File: config.mk
export PLATFORM = sky130hd
export DESIGN_NAME = count_pulse_gen
export DESIGN_NICKNAME = d
export VERILOG_FILES = /design/src/rtl/count_pulse_gen.sv
export SDC_FILE = /design/constraint.sdc
export NUM_CORES = 1
export LEC_CHECK = 0
export ABC_CLOCK_PERIOD_IN_PS = 3200
export BUFFER_PORTS_ARGS = -buffer_cell sky130_fd_sc_hd__buf_2
export CAP_MARGIN = 20
export CORE_MARGIN = 10
export CORE_UTILIZATION = 30
export DETAILED_ROUTE_END_ITERATION = 8
export GPL_ROUTABILITY_DRIVEN = 0
export GPL_TIMING_DRIVEN = 0
export PLACE_DENSITY = 0.5
export SYNTH_ARGS = -nofsm -noshare
export SYNTH_HDL_FRONTEND = slang
export SYNTH_SLANG_ARGS = --single-unit
File: constraint.sdc
create_clock -name clk -period 3.2 [get_ports clk]
set_input_delay 0.64 -clock clk [delete_from_list [all_inputs] [get_ports clk]]
set_output_delay 0.64 -clock clk [all_outputs]
set_load 0.01 [all_outputs]
File: src/rtl/count_pulse_gen.sv
// count_pulse_gen
//   Generates one-cycle count-enable pulses for a downstream 4-bit counter,
//   either from a debounced push-button (first press pulse, then auto-repeat
//   while held) or from a free-running prescaled tick.
//
// Ports
//   clk        single clock, all state on the rising edge
//   rst        synchronous active-high reset, overrides every other input
//   en         block enable; low freezes everything except the synchronizer
//   btn_raw    asynchronous active-high push-button
//   tick_mode  0 = button mode, 1 = prescaled tick mode
//   prescale   tick period minus one (tick mode)
//   pulse_out  registered one-cycle count-enable pulse
//   btn_level  registered debounced button level
//   repeating  registered, high while the FSM sits in REPEAT
module count_pulse_gen #(
    parameter int unsigned DB_CYCLES     = 200000,
    parameter int unsigned HOLD_CYCLES   = 6000000,
    parameter int unsigned REPEAT_CYCLES = 1500000
) (
    input  logic       clk,
    input  logic       rst,
    input  logic       en,
    input  logic       btn_raw,
    input  logic       tick_mode,
    input  logic [7:0] prescale,
    output logic       pulse_out,
    output logic       btn_level,
    output logic       repeating
);

    localparam logic [19:0] DB_LAST   = 20'(DB_CYCLES - 32'd1);
    localparam logic [23:0] HOLD_LAST = 24'(HOLD_CYCLES - 32'd1);
    localparam logic [23:0] REP_LAST  = 24'(REPEAT_CYCLES - 32'd1);

    typedef enum logic [1:0] {
        IDLE    = 2'd0,
        PRESSED = 2'd1,
        REPEAT  = 2'd2
    } state_t;

    logic [1:0]  sync_r;
    logic        btn_sync_s;
    logic [19:0] db_cnt_r;
    logic [23:0] timer_r;
    logic [7:0]  presc_cnt_r;
    logic        mode_r;
    logic        fire_r;
    state_t      state_r;
    state_t      state_next_s;
    logic        mode_chg_s;
    logic        hold_hit_s;
    logic        rep_hit_s;
    logic        fire_next_s;
    logic        timer_clr_s;

    assign btn_sync_s = sync_r[1];
    assign mode_chg_s = (tick_mode != mode_r);
    // The !fire_r guard keeps two pulses from ever landing back to back,
    // even with HOLD_CYCLES or REPEAT_CYCLES of 1; the >= compare then
    // catches the hit one cycle late instead of missing it.
    assign hold_hit_s = (timer_r >= HOLD_LAST) && !fire_r;
    assign rep_hit_s  = (timer_r >= REP_LAST) && !fire_r;

    // Two-flop synchronizer for the asynchronous button; ignores en.
    always_ff @(posedge clk) begin
        if (rst) begin
            sync_r <= 2'b00;
        end else begin
            sync_r <= {sync_r[0], btn_raw};
        end
    end

    // Debouncer: level flips after DB_CYCLES consecutive differing cycles.
    always_ff @(posedge clk) begin
        if (rst) begin
            db_cnt_r  <= 20'd0;
            btn_level <= 1'b0;
        end else if (en) begin
            if (btn_sync_s == btn_level) begin
                db_cnt_r <= 20'd0;
            end else if (db_cnt_r >= DB_LAST) begin
                btn_level <= btn_sync_s;
                db_cnt_r  <= 20'd0;
            end else begin
                db_cnt_r <= db_cnt_r + 20'd1;
            end
        end
    end

    // FSM state register.
    always_ff @(posedge clk) begin
        if (rst) begin
            state_r <= IDLE;
        end else if (en) begin
            state_r <= state_next_s;
        end
    end

    // FSM next-state logic; tick mode and any mode change force IDLE.
    always_comb begin
        state_next_s = state_r;
        if (mode_chg_s || tick_mode) begin
            state_next_s = IDLE;
        end else begin
            case (state_r)
                IDLE: begin
                    if (btn_level) begin
                        state_next_s = PRESSED;
                    end else begin
                        state_next_s = IDLE;
                    end
                end
                PRESSED: begin
                    if (!btn_level) begin
                        state_next_s = IDLE;
                    end else if (hold_hit_s) begin
                        state_next_s = REPEAT;
                    end else begin
                        state_next_s = PRESSED;
                    end
                end
                REPEAT: begin
                    if (!btn_level) begin
                        state_next_s = IDLE;
                    end else begin
                        state_next_s = REPEAT;
                    end
                end
                default: begin
                    state_next_s = IDLE;
                end
            endcase
        end
    end

    // FSM output logic: pulse request and interval-timer clear.
    always_comb begin
        fire_next_s = 1'b0;
        timer_clr_s = 1'b0;
        if (mode_chg_s) begin
            timer_clr_s = 1'b1;
        end else if (tick_mode) begin
            // >= so a prescale lowered mid-period still ends the period.
            fire_next_s = (presc_cnt_r >= prescale);
            timer_clr_s = 1'b1;
        end else begin
            case (state_r)
                IDLE: begin
                    fire_next_s = btn_level;
                    timer_clr_s = 1'b1;
                end
                PRESSED: begin
                    if (!btn_level) begin
                        timer_clr_s = 1'b1;
                    end else if (hold_hit_s) begin
                        fire_next_s = 1'b1;
                        timer_clr_s = 1'b1;
                    end else begin
                        timer_clr_s = 1'b0;
                    end
                end
                REPEAT: begin
                    if (!btn_level) begin
                        timer_clr_s = 1'b1;
                    end else if (rep_hit_s) begin
                        fire_next_s = 1'b1;
                        timer_clr_s = 1'b1;
                    end else begin
                        timer_clr_s = 1'b0;
                    end
                end
                default: begin
                    timer_clr_s = 1'b1;
                end
            endcase
        end
    end

    // Interval timer, prescale counter, mode history and pulse request.
    always_ff @(posedge clk) begin
        if (rst) begin
            timer_r     <= 24'd0;
            presc_cnt_r <= 8'd0;
            mode_r      <= 1'b0;
            fire_r      <= 1'b0;
        end else if (en) begin
            mode_r <= tick_mode;
            fire_r <= fire_next_s;
            if (timer_clr_s) begin
                timer_r <= 24'd0;
            end else begin
                timer_r <= timer_r + 24'd1;
            end
            if (mode_chg_s || !tick_mode || (presc_cnt_r >= prescale)) begin
                presc_cnt_r <= 8'd0;
            end else begin
                presc_cnt_r <= presc_cnt_r + 8'd1;
            end
        end
    end

    // Output registers; the pulse is dropped while disabled or on a mode change.
    always_ff @(posedge clk) begin
        if (rst) begin
            pulse_out <= 1'b0;
            repeating <= 1'b0;
        end else begin
            repeating <= (state_r == REPEAT);
            if (en && !mode_chg_s) begin
                pulse_out <= fire_r;
            end else begin
                pulse_out <= 1'b0;
            end
        end
    end

endmodule

# == Word level (Yosys, flattened, before mapping) ==
# Index checks and enable logic that the tools add are counted.
# op_classes
n_addsub,3
order_cmp,4
eq_ne,4
mux,22
bitwise,2
reduce_logical,12
# ops
cell,n
20-bit two-way mux,2
24-bit by 1-bit adder with 24-bit output (second input constant),1
24-bit by 21-bit >= comparator with 1-bit output (second input constant),1
24-bit by 23-bit >= comparator with 1-bit output (second input constant),1
24-bit two-way mux,1
20-bit by 1-bit adder with 20-bit output (second input constant),1
20-bit by 18-bit >= comparator with 1-bit output (second input constant),1
1-bit two-way mux,11
8-bit by 1-bit adder with 8-bit output (second input constant),1
8-bit >= comparator,1
2-bit two-way mux,4
8-bit two-way mux,1
2-bit one-hot mux with 3 select lines,1
1-bit logical AND,3
1-bit logical NOT,3
1-bit logical OR,3
1-bit one-hot mux with 3 select lines,1
3-bit AND reduction,1
2-bit by 1-bit equality test with 1-bit output (second input constant),1
2-bit equality test (second input constant),1
2-bit logical NOT,1
1-bit inverter,2
1-bit one-hot mux with 2 select lines,1
2-bit OR reduction,1
2 further kinds,2
# totals
regBits,61
word_cells,57

# == Logic depth before layout (Yosys ltp) ==
# depth
depth_word,8
mapped_depth,8

# == Worst setup path before layout ==
# No wires, ideal clock.
# synth_path
path_type,input to register
from,in prescale[0]
to,reg presc_cnt_r[2]
arrival_ps,2108
t_required_ps,3136
path_slack_ps,1028
cell_stages,7
n_path_buf,0
cell_sequence,ha_1 > nand2b_1 > a211o_1 > a221oi_1 > o21ai_0 > a21o_1 > nor2_1
# synth_between
elab_chain_cells,3
# synth_lines
element,line,rtl
from (decl),26,"input logic [7:0] prescale,"
8-bit >= comparator,195,if (mode_chg_s || !tick_mode || (presc_cnt_r >= prescale)) begin
1-bit logical OR,195,
8-bit two-way mux,195,
to (signal assigned),198,presc_cnt_r <= presc_cnt_r + 8'd1;
to (decl),46,logic [7:0] presc_cnt_r;
# No other way between the ends.
# A chain may end at the register's enable or synchronous reset.

# == Worst setup path in the final report ==
# layout_path
from,reg timer_r[0]
to,reg timer_r[10]
# layout_between
elab_chain_cells,8
elab_cells_between_ends,13
classes_between,add/sub: 1; order compare: 2; mux: 8; reduce/logical: 2
# layout_lines
element,line,rtl
from (decl),45,logic [23:0] timer_r;
from (signal assigned),193,timer_r <= timer_r + 24'd1;
24-bit by 21-bit >= comparator with 1-bit output or 24-bit by 23-bit >= comparator with 1-bit output (tied branches),"63, 62",
1-bit logical AND (on tied branches),"63, 62",
1-bit two-way mux (on tied branches),"166, 156",
1-bit two-way mux (on tied branches),"164, 154",
1-bit one-hot mux with 2 select lines,148,case (state_r)
1-bit two-way mux,143,end else if (tick_mode) begin
1-bit two-way mux,141,if (mode_chg_s) begin
24-bit two-way mux *,190,if (timer_clr_s) begin
# Every way passes the cells marked *; elsewhere a longest branch is shown, timed or not.

==> impl_metrics.ini <==
[floorplanning]
die_x_um = 122.7
core_um2 = 10320
core.rowCount = 37
initial_core_util_pct = 30.65
io_pins = 16
die-height_um = 122.7
die-area_um2 = 15060

[clock_tree]
cts_buffer_depth = 2
cts_resized = 0
clk_latency_ns = 0.34
htreeDepth = 3
cts-buffers-inserted = 9
cts_root_buffer = clkbuf_8
clkSinkCount = 61
hold_buffers = 0
cts_tree = done
clkTransAtPathRegs_ns = 0.07
cts_setup_buffers = 0

[sta]
period_share_pct = 72.88
slew_headroom_pct = 50.35
setup_viol = 0
fmax_mhz = 428.8
worst_pin_slew_ns = 0.7391
finalHoldViolCount = 0
fin_tns_setup_ns = 0
rsz0062_at_grt = false
period_needed_ns = 2.332
skew_ns = 0.007676
slew_violations = 0

[logic_synthesis]
synth_cell_type_count = 55
synth-edff-count = 0
syn_avg_cell_area_um2 = 8.114
synthFlopType = dfxtp_1
ys_warn_count = 0
synth_area_um2 = 3164
synthCells = 390
async_reset_ff_share_pct = 0
ys_seq_elements = 61
syn_nets = 420
seq_area_frac_synth_pct = 38.59

[routing]
via_per_inst = 4.792
drc = 0
drt-pass1-iter-count = 4
ant_nets = 0
drtIter0Drc = 115
routedWlPerCell_um = 12.24
routed-via-count = 2669
drt_wl_total_um = 6817

[layout]
final_core_util_pct = 34.89
nets = 446
n_antenna_cell = 0
syn2layout_area_growth_pct = 13.84
fill_cells = 1100
seq_area_um2 = 1221
drive_above_1_share_pct = 8.789
multi_input_comb_area_um2 = 1818

[worst_setup_path]
critPathRequiredTime_ns = 3.43
crit_family = compound AO/OA/AOI/OAI gates
crit_cells = 8
worstPathArrival_ns = 2.57
critical_path_buf_inv_count = 1
critPathKind = register to register
r2r_start = timer_r[0]$_SDFFE_PP0P_
crit_chain = ha_1 > a41o_1 > a21oi_1 > or4_1 > a311oi_2 > o21a_2 > buf_6 > nor2_1
reg2reg_slack_ns = 0.87
slowest_delay_ns = 0.50
r2r-end = timer_r[10]$_SDFFE_PP0P_
crit_end = timer_r[10]$_SDFFE_PP0P_
critPathMaxFanout = 10
critPathLaunchType = register
slowest_stage = or4_1
crit_start = timer_r[0]$_SDFFE_PP0P_
end_kind = register
rr_worst_depth = 8

[global_routing]
antenna_found_initial = 0
track_usage_pct = 9.578
overflow = 0
first_global_vias = 2521
grt_max_degree = 11
grt_pass1_wl_um = 11690

[run]
cap_violations = 0

[pwr]
p_leak_nw = 1.326
power_density_nw_per_um2 = 415.8
vdd_drop_max_mv = 0.2615

[worst_hold_path]
hold_class = register to register
whs_path_depth = 1

[placement]
port_buffers = 15
dp_hpwl_um = 5069

[status]
outcome = finished, final reports clean
cell type report:
type | count | share of cell area, %
buffer | 9 | 1.389
clock buffer | 12 | 4.029
clock inverter | 4 | 1.320
inverter | 20 | 2.084
multi-input combinational | 300 | 50.47
sequential | 61 | 33.90
tap | 136 | 4.724
timing repair buffer | 15 | 2.084
layout by cell type (no fill, tap or decap), types with 2 or more instances in the layout:
cell type	n
nor3_1	10
buf_6	2
a21o_1	3
xnor2_1	13
xor2_1	22
dfxtp_1	61
nor2_1	64
a31oi_1	4
buf_2	16
inv_1	20
clkbuf_1	7
nor2b_1	3
clkbuf_8	10
o211ai_1	3
a21oi_1	11
nand4_1	13
or2_2	3
o2111ai_1	3
ha_1	17
and3_1	6
mux2i_1	2
and2_1	3
nand2b_1	2
clkinv_2	2
o21ai_0	14
or3_1	7
nor4_1	3
nand3_1	25
nand2_1	42
report_power, final:
group | internal [mW] | switching, mW
clock | 0.379 | 0.296
sequential | 0.762 | 0.00270
combinational | 0.0214 | 0.0367
total | 1.16 | 0.336
metal layers:
metal / global-route usage [%] / part of all wire (%)
met1: 11.82 / 51
met2: 14.76 / 45
met3: 3.352 / 3.5
met4: 4.197 / 1.2
met5: 0 / 0
synthesized netlist by cell type (2+ instances only):
cell type  number  area (µm²)
and3_1          6       37.54
xnor2_1        13       113.9
o2111ai_1       3       26.28
mux2i_1         2       20.02
nor2b_1         3       18.77
or3_1           7       43.79
o21ai_0        14       70.07
nand4_1        13       81.33
buf_6           2       22.52
nand2b_1        2       12.51
a21oi_1        11       55.05
nand3_1        25       125.1
clkbuf_1        5       18.77
nor3_1         10       50.05
inv_1          20       75.07
a21o_1          3       22.52
xor2_1         22       192.7
or2_2           3       18.77
nand2_1        42       157.7
nor2_1         64       240.2
nor4_1          3       18.77
a31oi_1         4       25.02
and2_1          3       18.77
o211ai_1        3       22.52
ha_1           17       212.7
dfxtp_1        61        1221
flip-flops by register name (all words and copies together) (netlist names):
| register | flops |
|---|---|
| state_r | 2 |
| btn_level | 1 |
| presc_cnt_r | 8 |
| repeating | 1 |
| sync_r | 2 |
| mode_r | 1 |
| timer_r | 24 |
| db_cnt_r | 20 |
| pulse_out | 1 |
| fire_r | 1 |
kinds of logic after synthesis:
| group | count (synthesis) | share of synthesized area (%) |
|---|---|---|
| AND/OR/NAND/NOR | 188 | 27.88 |
| flip-flops | 61 | 38.59 |
| AO/OA/AOI/OAI | 58 | 12.54 |
| XOR/XNOR | 35 | 9.687 |
| buffers and inverters | 29 | 3.954 |
| adder cells (fa/ha/maj) | 17 | 6.722 |
| multiplexers | 2 | 0.6327 |
stage by stage:
step / hold WS [ns] / setup WS [ns] / std cells / total power [mW] / area (µm²)
detailed placement: 0.4292 / 0.7059 / 541 / 0.8407 / 3410
finish: 0.4510 / 0.8678 / 557 / 1.498 / 3602
CTS: 0.4576 / 0.8392 / 557 / 1.526 / 3602
floorplan: 0.4138 / 1.028 / 390 / 0.8183 / 3164
global route: 0.4698 / 0.6711 / 557 / 1.568 / 3602
global placement: 0.4268 / 0.6885 / 541 / 0.8398 / 3410
worst min-delay path by stage:
stage	slack (ns)	end	from
2_1_floorplan	0.41	sync_r[1]$_SDFF_PP0_	sync_r[0]$_SDFF_PP0_
3_3_place_gp	0.43	sync_r[1]$_SDFF_PP0_	sync_r[0]$_SDFF_PP0_
3_5_place_dp	0.43	sync_r[1]$_SDFF_PP0_	sync_r[0]$_SDFF_PP0_
4_1_cts	0.46	sync_r[1]$_SDFF_PP0_	sync_r[0]$_SDFF_PP0_
5_1_grt	0.47	sync_r[1]$_SDFF_PP0_	sync_r[0]$_SDFF_PP0_
6_report	0.45	sync_r[1]$_SDFF_PP0_	sync_r[0]$_SDFF_PP0_
(Power assumes the default switching activity.)
